### config.mk
export PLATFORM = sky130hd
export DESIGN_NAME = bit_tx
export DESIGN_NICKNAME = d
export VERILOG_FILES = /design/src/rtl/bit_tx_pkg.sv /design/src/rtl/bit_timer.sv /design/src/rtl/bit_tx.sv
export SDC_FILE = /design/constraint.sdc
export NUM_CORES = 1
export LEC_CHECK = 0
export BUFFER_PORTS_ARGS = -buffer_cell sky130_fd_sc_hd__buf_2
export CAP_MARGIN = 20
export CELL_PAD_IN_SITES_DETAIL_PLACEMENT = 1
export CELL_PAD_IN_SITES_GLOBAL_PLACEMENT = 2
export CORE_MARGIN = 5
export CORE_UTILIZATION = 40
export CTS_CLUSTER_SIZE = 16
export DETAILED_ROUTE_END_ITERATION = 12
export GPL_TIMING_DRIVEN = 0
export MAX_ROUTING_LAYER = met4
export PLACE_DENSITY_LB_ADDON = 0.12
export SYNTH_ARGS = -nofsm -noshare
export SYNTH_HDL_FRONTEND = slang
export SYNTH_SLANG_ARGS = --single-unit
### constraint.sdc
create_clock -name Clk -period 4.6 [get_ports Clk]
set_input_delay 0.23 -clock Clk [delete_from_list [all_inputs] [get_ports Clk]]
set_output_delay 0.23 -clock Clk [all_outputs]
set_load 0.05 [all_outputs]
### src/rtl/bit_tx_pkg.sv
// Shared types and default sizing for the bit_tx serial transmitter.
// Imported by bit_timer and bit_tx.
package bit_tx_pkg;

    localparam int DEF_DATA_W       = 8;
    localparam int DEF_CLKS_PER_BIT = 4;

    typedef enum logic [2:0] {
        IDLE,
        START,
        DATA,
        PARITY,
        STOP
    } state_t;

endpackage

### src/rtl/bit_timer.sv
// Bit period counter: counts 0..CLKS_PER_BIT-1 while enabled.
// The wrap pulse marks the last cycle of each serial bit.
module bit_timer
    import bit_tx_pkg::*;
#(
    parameter int CLKS_PER_BIT = DEF_CLKS_PER_BIT
) (
    input  logic Clk,
    input  logic Reset,
    input  logic en,
    output logic wrap
);

    localparam logic [7:0] LAST = 8'(CLKS_PER_BIT - 1);

    logic [7:0] cnt;

    assign wrap = en && (cnt == LAST);

    // Held at zero when disabled so every frame starts aligned.
    always_ff @(posedge Clk or negedge Reset) begin
        if (!Reset) begin
            cnt <= '0;
        end else if (!en || wrap) begin
            cnt <= '0;
        end else begin
            cnt <= cnt + 8'd1;
        end
    end

endmodule

### src/rtl/bit_tx.sv
// Serial transmitter: start bit, LSB-first data, even parity, stop bit.
// Word is latched and the start bit driven on the accepting edge.
module bit_tx
    import bit_tx_pkg::*;
#(
    parameter int DATA_W       = DEF_DATA_W,
    parameter int CLKS_PER_BIT = DEF_CLKS_PER_BIT
) (
    input  logic              Clk,
    input  logic              Reset,
    input  logic [DATA_W-1:0] Data,
    input  logic              Valid,
    output logic              Ready,
    output logic              Q,
    output logic              Qbar,
    output logic              Busy,
    output logic              Done
);

    localparam int IDX_W = $clog2(DATA_W + 1);
    localparam logic [IDX_W-1:0] LAST_IDX = IDX_W'(DATA_W - 1);

    state_t             state;
    logic [DATA_W-1:0]  shreg;
    logic               par;
    logic [IDX_W-1:0]   idx;
    logic               q_r;
    logic               done_r;
    logic               wrap;

    assign Ready = (state == IDLE);
    assign Busy  = ~Ready;
    assign Q     = q_r;
    assign Qbar  = ~q_r;
    assign Done  = done_r;

    bit_timer #(
        .CLKS_PER_BIT(CLKS_PER_BIT)
    ) u_timer (
        .Clk  (Clk),
        .Reset(Reset),
        .en   (Busy),
        .wrap (wrap)
    );

    always_ff @(posedge Clk or negedge Reset) begin
        if (!Reset) begin
            state  <= IDLE;
            shreg  <= '0;
            par    <= 1'b0;
            idx    <= '0;
            q_r    <= 1'b1;
            done_r <= 1'b0;
        end else begin
            done_r <= 1'b0;
            unique case (state)
                IDLE: begin
                    if (Valid) begin
                        shreg <= Data;
                        par   <= ^Data;
                        idx   <= '0;
                        q_r   <= 1'b0;
                        state <= START;
                    end
                end
                START: begin
                    if (wrap) begin
                        q_r   <= shreg[0];
                        shreg <= shreg >> 1;
                        state <= DATA;
                    end
                end
                // shreg[0] always holds the next bit to put on the line.
                DATA: begin
                    if (wrap) begin
                        if (idx == LAST_IDX) begin
                            q_r   <= par;
                            state <= PARITY;
                        end else begin
                            q_r   <= shreg[0];
                            shreg <= shreg >> 1;
                            idx   <= idx + 1'b1;
                        end
                    end
                end
                PARITY: begin
                    if (wrap) begin
                        q_r   <= 1'b1;
                        state <= STOP;
                    end
                end
                STOP: begin
                    if (wrap) begin
                        done_r <= 1'b1;
                        state  <= IDLE;
                    end
                end
                default: begin
                    state <= IDLE;
                end
            endcase
        end
    end

endmodule

==> results_dict.tcl, run 1 <==
set metrics [dict create \
    cpMaxStageDelayCell "nor3_1" \
    final.period_utilization 0.472 \
    final_common_cell "dfrtp_1" \
    cts_tree "done" \
    drt-total-wl_um 2970 \
    final_cell_mix "dfrtp_1 (25), buf_2 (16), nor2_1 (15)" \
    path_class "flop to primary output" \
    vias 1016 \
    overflow 0 \
    rows 21 \
    clk_latency_ps 320 \
    antenna_cells 0 \
    gr-usage-met3 0.0373 \
    p_comb_frac 0.555 \
    hold_viol_final 0 \
    worst_pin_slew_ps 634 \
    grt-busiest-layer "met2" \
    hold_buffers 1 \
    power_density_nw_per_um2 659 \
    swShare 0.391 \
    syn_nets 143 \
    antenna_found_initial 0 \
    core_area_um2 3420 \
    drv_cap 0 \
    period_needed_ps 2170 \
    grt_pass1_wl_um 5200 \
    intPower_uw 643 \
    ctsResizeCount 0 \
    drt_first_pass_iters 4 \
    seqPwrFrac 0.348 \
    hold_class "input port to flop" \
    cp.required_ps 4370 \
    slowest_delay_ps 540 \
    routed_via_density 5.18 \
    drc 0 \
    worstSetupStartpointType "flop" \
    io_buffers 15 \
    multi_input_area_um2 728 \
    p_sw_uw 414 \
    syn_area_um2 1430 \
    cts_buffers 3 \
    regArea_um2 652 \
    synth_edf_count 0 \
    power_leakage_nw 0.715 \
    cts-htree-levels 1 \
    outcome "complete, no violations" \
    fill_cells 403 \
    fin_nets 164 \
    use_met1 0.179 \
    final_area_um2 1600 \
    ant_nets 0 \
    fp.dieW_um 69.9 \
    finalClockSkew_ps 2.92 \
    async_reset_ff_frac 1.00 \
    ys_ff_latch 26 \
    clockBufferDepth 2 \
    setup_violations 0 \
    path_cells "clkbuf_1 > nor3_1 > inv_1 > buf_2" \
    yosys_warnings 0 \
    place.gp.congestion 0.791 \
    final_max_slew_viol_count 0 \
    grt_max_degree 27 \
    dpl_cell_area_um2 1570 \
    ir_drop_uv 292 \
    syn_to_final_growth_pct 11.8 \
    grt_pass1_vias 1089 \
    synth.distinct_cells 36 \
    synthCells 130 \
    clock-root-buffer "clkbuf_4" \
    met2_usage 0.205 \
    die-area_um2 4880 \
    drive_gt1_frac 0.280 \
    initial_utilization 0.420 \
    cp-end-kind "primary output" \
    p_clk_frac 0.097 \
    tns_ps 0 \
    worst_hold_slack_ps 139 \
    synth-seq-area-share 0.455 \
    dieHeight_um 69.9 \
    place_hpwl_um 2280 \
    num_io_pins 16 \
    syn-mean-instance-area_um2 11.0 \
    cts.clk_slew.worst_paths_ps 140 \
    cts.sinks 26 \
    avgRoutedWirePerCell_um 15.2 \
    slew_headroom 0.576 \
    grtUsageTotal 0.133 \
    fmax_mhz 460 \
    postCtsSetupRepairBufs 0 \
    rsz0062_at_grt "no" \
    path_max_fanout 10 \
    drtIter0Drc 37 \
    arrival_ps 1940 \
    synth_ff_type "dfrtp_1" \
]
stage by stage:
stage / setup WS [ps] / utilization / cells / power [mW]
final: 2430 / 0.469 / 196 / 1.06
after global routing: 2220 / 0.469 / 196 / 1.14
after CTS: 2330 / 0.469 / 196 / 1.08
after detailed placement: 2490 / 0.459 / 191 / 0.966
after global placement: 2530 / 0.459 / 191 / 0.941
after floorplan: 1550 / - / 130 / 0.845
routing by layer:
metal	routed length, µm	vias to the layer above
li1	-	497
met4	13	0
met5	0	-
met1	1470	502
met2	1380	15
met3	108	2
worst max-delay path, delay by kind of cell, from the launching register on:
kind          cells  cell delay, ps
buf+inv           3             630
simple gates      1             540
flops             1             450
path summary, 6_finish.rpt:
path | slack [ps] | end | from | cells past startpoint
worst max-delay path | 2430 | Busy | state[0]$_DFFE_PN0P_ | 4
worst min-delay path | 140 | par$_DFFE_PN0P_ | Valid | 2
worst max register to register | 2470 | shreg[4]$_DFFE_PN0P_ | u_timer.cnt[0]$_DFF_PN0_ | 7
worst min register to register | 500 | idx[3]$_DFFE_PN0P_ | idx[3]$_DFFE_PN0P_ | 1
max in group asynchronous | 3790 | idx[3]$_DFFE_PN0P_ | Reset | 2
min in group asynchronous | 420 | u_timer.cnt[3]$_DFF_PN0_ | Reset | 2
cell families after synthesis:
kind of cell / Yosys count / synth area share
adders and majority gates: 2 / 0.0174
DFF: 26 / 0.455
xor gates and xnor gates: 15 / 0.0916
AOI/OAI and AO/OA: 21 / 0.101
buffers and inverters: 8 / 0.0375
muxes: 15 / 0.136
and+or+nand+nor: 43 / 0.161
sequential cells by signal (all words and copies together) (netlist names):
name         count
u_timer.cnt      8
idx              4
Q                1
par              1
state            3
Done             1
shreg            8
cell usage after synthesis, types with 2 or more instances:
cell type | number | area, µm²
a21oi_1 | 2 | 10.0
a22o_1 | 2 | 17.5
a31oi_1 | 3 | 18.8
and3_1 | 2 | 12.5
buf_6 | 3 | 33.8
dfrtp_1 | 25 | 626
ha_1 | 2 | 25.0
inv_1 | 3 | 11.3
mux2_2 | 8 | 90.1
mux2_4 | 7 | 105
nand2_1 | 7 | 26.3
nand3_1 | 5 | 25.0
nor2_1 | 15 | 56.3
nor2b_1 | 2 | 12.5
nor3_1 | 5 | 25.0
o21ai_0 | 6 | 30.0
xnor2_1 | 12 | 105
xor2_1 | 3 | 26.3
final cells by class:
type | count | area share
plain buffers | 5 | 0.0265
clock buffers | 4 | 0.0164
flip-flops and latches | 26 | 0.407
repair buffers | 16 | 0.0531
inverters | 3 | 0.00703
multi-input cells | 96 | 0.454
well taps | 46 | 0.0359
power by group through the flow:
stage	clock, mW	combinational, mW	sequential, mW
floorplan	0	0.483	0.363
global placement	0	0.576	0.366
detailed placement	0	0.595	0.371
CTS	0.110	0.600	0.367
global route	0.115	0.649	0.377
finish	0.103	0.586	0.367
Note: power is estimated with default switching activity, not from simulation.
==> run 2, diff against run 1 <==
- ABC_AREA: unset -> 1
- CORE_UTILIZATION: 40 -> 29
- clock period: 4.6 -> 1.88 ns (I/O delays scaled with it)
==> run 2 against run 1 <==
Compared with the run above:
- sequential power grew 140%
- clock power grew to 3.2 times the previous value
- utilization shrank 13 points
- final cell count grew 66%
- critical path type is now flop to flop
- critical endpoint is now shreg[4]$_DFFE_PN0P_
==> results_dict.tcl, run 2 <==
set metrics [dict create \
    outcome "complete, no violations" \
    place_hpwl_um 3150 \
    cts-htree-levels 1 \
    final.period_utilization 0.865 \
    dieHeight_um 84.9 \
    io_buffers 15 \
    power.total_mw 2.97 \
    routed_via_density 4.57 \
    arrival_ps 1790 \
    async_reset_ff_frac 1.00 \
    ys_top_cells_by_area "dfrtp_1 (38%), nand2_1 (22%), nand4_1 (7.3%)" \
    syn-mean-instance-area_um2 6.95 \
    power_leakage_nw 1.00 \
    clockBufferDepth 2 \
    grt_pass1_wl_um 7250 \
    synth.distinct_cells 25 \
    cpMaxStageDelayCell "dfrtp_1" \
    rsz0062_at_grt "no" \
    yosys_warnings 0 \
    synth_top_area_cell "dfrtp_1" \
    overflow 0 \
    top_regs "shreg x8, u_timer.cnt x8, idx x4" \
    grt_pass1_vias 1602 \
    fill_cells 732 \
    tns_ps 0 \
    reg2reg_from "state[0]$_DFFE_PN0P_" \
    clock-root-buffer "clkbuf_8" \
    drv_cap 0 \
    regArea_um2 652 \
    worstSetupStartpointType "flop" \
    period_needed_ps 1630 \
    fin_nets 268 \
    avgRoutedWirePerCell_um 12.4 \
    setup_violations 0 \
    slowest_delay_ps 460 \
    drt-total-wl_um 4050 \
    startpoint "state[0]$_DFFE_PN0P_" \
    power_density_nw_per_um2 1600 \
    drt_first_pass_iters 4 \
    path_class "flop to flop" \
    netlist_top_cells_count "nand2_1 (94), dfrtp_1 (25), nor2_1 (25)" \
    final_cell_mix "nand2_1 (93), dfrtp_1 (25), nor2_1 (25)" \
    antenna_found_initial 0 \
    cp-end-kind "flop" \
    syn_to_final_growth_pct 13.7 \
    path_max_fanout 9 \
    fin_ws_ps 254 \
    postCtsSetupRepairBufs 0 \
    final_util 0.338 \
    hold_start "Data[7]" \
    path_cells "inv_2 > nand2_1 > nor2_2 > nand2_4 > nand2_4 > nand3_4 > nand2_1 > nand2_1" \
    ir_drop_uv 678 \
    vias 1491 \
    synth_edf_count 0 \
    synth_top_cell_area_share 0.385 \
    dpl_cell_area_um2 1790 \
    pre_cts_ws_ps 172 \
    final_common_cell "nand2_1" \
    antenna_cells 0 \
    ys_ff_latch 26 \
    num_io_pins 16 \
    final_area_um2 1850 \
    slew_headroom 0.592 \
    synth_most_common_cell "nand2_1" \
    syn_area_um2 1630 \
    finalClockSkew_ps 1.69 \
    die-area_um2 7200 \
    grt_max_degree 27 \
    clk_latency_ps 270 \
    multi_input_area_um2 852 \
    dp.cells 321 \
    core_area_um2 5470 \
    cts.sinks 26 \
    drive_gt1_frac 0.169 \
    grtUsageTotal 0.127 \
    hold_class "input port to flop" \
    ant_nets 0 \
    fmax_mhz 615 \
    cts_buffers 3 \
    worst_hold_slack_ps 192 \
    syn_nets 247 \
    cts.clk_slew.worst_paths_ps 90 \
    worst_pin_slew_ps 612 \
    rows 27 \
    synth_ff_type "dfrtp_1" \
    stdcell_count 326 \
    hold_viol_final 0 \
    cp.required_ps 2050 \
    synthCells 234 \
    drtIter0Drc 18 \
    fp.dieW_um 84.9 \
    initial_utilization 0.297 \
    cp_common_cell "nand2_1" \
    place.gp.congestion 0.743 \
    synth-seq-area-share 0.401 \
    cts_tree "done" \
    final_max_slew_viol_count 0 \
    drc 0 \
]
run 2: changes by cell type in the layout (fill, tap and decap cells not counted), moves of 8 or more:
| cell | change |
|---|---|
| nand4_1 | +19 |
| nand2_1 | +86 |
| mux2_2 | -8 |
| nor2_1 | +10 |
| inv_1 | +17 |
| xnor2_1 | -12 |
run 2: final timing paths:
check	endpoint	slack, ps	cells after the start
min in group asynchronous	shreg[6]$_DFFE_PN0P_	370	2
max reg2reg	shreg[4]$_DFFE_PN0P_	250	8
max in group asynchronous	idx[2]$_DFFE_PN0P_	1100	2
min reg2reg	u_timer.cnt[0]$_DFF_PN0_	470	1
max	shreg[4]$_DFFE_PN0P_	250	8
min	shreg[7]$_DFFE_PN0P_	190	5
run 2: final cells by class:
cell class                      count  area share
Buffer                              4      0.0122
Inverter                           27      0.0548
Timing Repair Buffer               16      0.0460
Tap cell                           72      0.0487
Multi-Input combinational cell    177       0.461
Clock buffer                        4      0.0244
Sequential cell                    26       0.353
run 2: logic make-up (layout without fill, tap and decap cells):
group,Yosys count,in the layout,synth area share
and+or+nand+nor,164,164,0.460
buffers and inverters,31,51,0.0762
DFF,26,26,0.401
AOI/OAI and AO/OA,9,9,0.0370
adders and majority gates,2,2,0.0154
xor gates and xnor gates,2,2,0.0108
run 2: timing repair:
action                                 in CTS  in global routing
endpoints found under the hold margin      25                  0
setup endpoints to repair                   0                  8
gates resized for setup                     0                  1
hold buffers                                1                  0
run 2: where the power goes:
group          internal (mW)  switching (mW)
clock                  0.152           0.177
combinational          0.522            1.24
sequential             0.743           0.130
run 2: metal layers:
metal  track usage  vias up  routed length, µm
met5             -        -                  0
met4        0.0432        0                 61
met3       0.00874        5                 59
met2         0.210       18               1850
met1         0.164      682               2080
li1              -      786                  -
run 2: critical path: cells and delay by family, from the launching register on:
| family | cells | cell delay [ps] |
|---|---|---|
| buffers and inverters | 1 | 90 |
| flip-flops | 1 | 460 |
| AND/OR/NAND/NOR | 7 | 980 |
==> run 3, diff against run 2 <==
- RECOVER_POWER: unset -> 100
==> run 3 against run 2 <==
Compared with the run above:
- fmax down 4.3%
- non-clock buffer count unchanged
- setup slack worse by 73 ps
- worst hold slack unchanged
- critical endpoint is now shreg[3]$_DFFE_PN0P_
==> results_dict.tcl, run 3 (synthesis gave the netlist of run 2 again) <==
set metrics [dict create \
    grt_pass1_vias 1602 \
    place_hpwl_um 3150 \
    syn_to_final_growth_pct 13.2 \
    die-area_um2 7200 \
    cp.required_ps 2050 \
    fp.dieW_um 84.9 \
    r2r_slack_ps 180 \
    stdcell_count 326 \
    slew_headroom 0.547 \
    grt_max_degree 27 \
    drv_cap 0 \
    fmax_mhz 589 \
    ant_nets 0 \
    dpl_cell_area_um2 1790 \
    place.gp.congestion 0.743 \
    final_area_um2 1840 \
    cts.clk_slew.worst_paths_ps 90 \
    dp.cells 321 \
    wl_met1_um 2090 \
    drt-total-wl_um 4060 \
    routed_via_density 4.59 \
    rsz0062_at_grt "no" \
    startpoint "state[1]$_DFFE_PN0P_" \
    worst_hold_slack_ps 192 \
    cts_buffers 3 \
    avgRoutedWirePerCell_um 12.5 \
    multi_input_area_um2 850 \
    overflow 0 \
    vias 1495 \
    arrival_ps 1870 \
    tns_ps 0 \
    rows 27 \
    clockBufferDepth 2 \
    num_io_pins 16 \
    drc 0 \
    rr_worst_depth 8 \
    final_common_cell "nand2_1" \
    io_buffers 15 \
    period_needed_ps 1700 \
    power_density_nw_per_um2 1600 \
    cp-end-kind "flop" \
    worstSetupStartpointType "flop" \
    r2r-end "shreg[3]$_DFFE_PN0P_" \
    grt_pass1_wl_um 7250 \
    finalClockSkew_ps 1.39 \
    drt_first_pass_iters 4 \
    power_leakage_nw 0.996 \
    final.period_utilization 0.903 \
    final_cell_mix "nand2_1 (93), nor2_1 (26), dfrtp_1 (25)" \
    highest_layer "met4" \
    endpoint "shreg[3]$_DFFE_PN0P_" \
    outcome "complete, no violations" \
    fin_nets 268 \
    cts_tree "done" \
    top_regs "shreg x8, u_timer.cnt x8, idx x4" \
    drtIter0Drc 18 \
    cts.sinks 26 \
    clock-root-buffer "clkbuf_8" \
    core_area_um2 5470 \
    fill_cells 734 \
    cts-htree-levels 1 \
    worst_pin_slew_ps 680 \
    hold_viol_final 0 \
    path_class "flop to flop" \
    ir_drop_uv 675 \
    wl_met3_um 53 \
    final_max_slew_viol_count 0 \
    initial_utilization 0.297 \
    hold_class "input port to flop" \
    wl_met2_um 1850 \
    drive_gt1_frac 0.150 \
    dieHeight_um 84.9 \
    postCtsSetupRepairBufs 0 \
    setup_violations 0 \
    antenna_cells 0 \
    clk_latency_ps 270 \
    power.total_mw 2.94 \
    reg2reg_from "state[1]$_DFFE_PN0P_" \
    grtUsageTotal 0.127 \
    antenna_found_initial 0 \
    path_max_fanout 10 \
    regArea_um2 652 \
]
## run 3: cell count changes in the layout (fill, tap and decap cells not counted)
cell	delta
inv_1	+1
o21ai_0	+3
buf_2	-7
o21ai_1	-3
clkbuf_2	+5
nor2_1	+1
inv_2	-1
clkbuf_1	+3
buf_4	-1
nor2_2	-1
## run 3: per-stage QoR
step,setup slack [ps],utilization
6_report,182,0.336
5_1_grt,42.4,0.336
4_1_cts,157,0.337
3_5_place_dp,172,0.327
3_3_place_gp,197,0.327
2_1_floorplan,10.1,-
## run 3: final cells by class
class | instances | share of cell area
plain buffers | 4 | 0.0109
clock buffers | 4 | 0.0245
inverters | 27 | 0.0551
multi-input cells | 177 | 0.462
flip-flops and latches | 26 | 0.354
well taps | 72 | 0.0490
repair buffers | 16 | 0.0442
## run 3: critical path, stage by stage (launching register included)
cell and delay [ps]:
dfrtp_1 370, clkbuf_2 150, inv_1 100, nand2_1 70
nor2_1 230, nand2_2 220, clkbuf_2 250, nand4_1 140
nand2_1 60
## run 3: how the worst min path moves through the flow
stage	from	end	slack (ps)	cells after the start
after floorplan	Reset	Done$_DFF_PN0_	-200	0
after global routing	Data[6]	shreg[6]$_DFFE_PN0P_	220	5
after detailed placement	Reset	shreg[3]$_DFFE_PN0P_	150	1
final	Data[7]	shreg[7]$_DFFE_PN0P_	190	5
after CTS	Data[7]	shreg[7]$_DFFE_PN0P_	190	5
after global placement	Reset	shreg[3]$_DFFE_PN0P_	160	1
## run 3: routing by layer
layer	vias to the layer above	global-route usage
met3	5	0.00874
met5	-	-
li1	786	-
met4	0	0.0432
met1	686	0.164
met2	18	0.210
## run 3: report_power, final
group | internal, mW | leakage (nW) | switching (mW)
sequential | 0.743 | 0.341 | 0.129
clock | 0.152 | 0.0228 | 0.176
combinational | 0.505 | 0.632 | 1.24
## run 3: repair_timing
item                                    CTS  global route
endpoints found under the setup margin    0             8
gates resized for setup                   0             1
hold buffers                              1             0
endpoints found under the hold margin    25             0
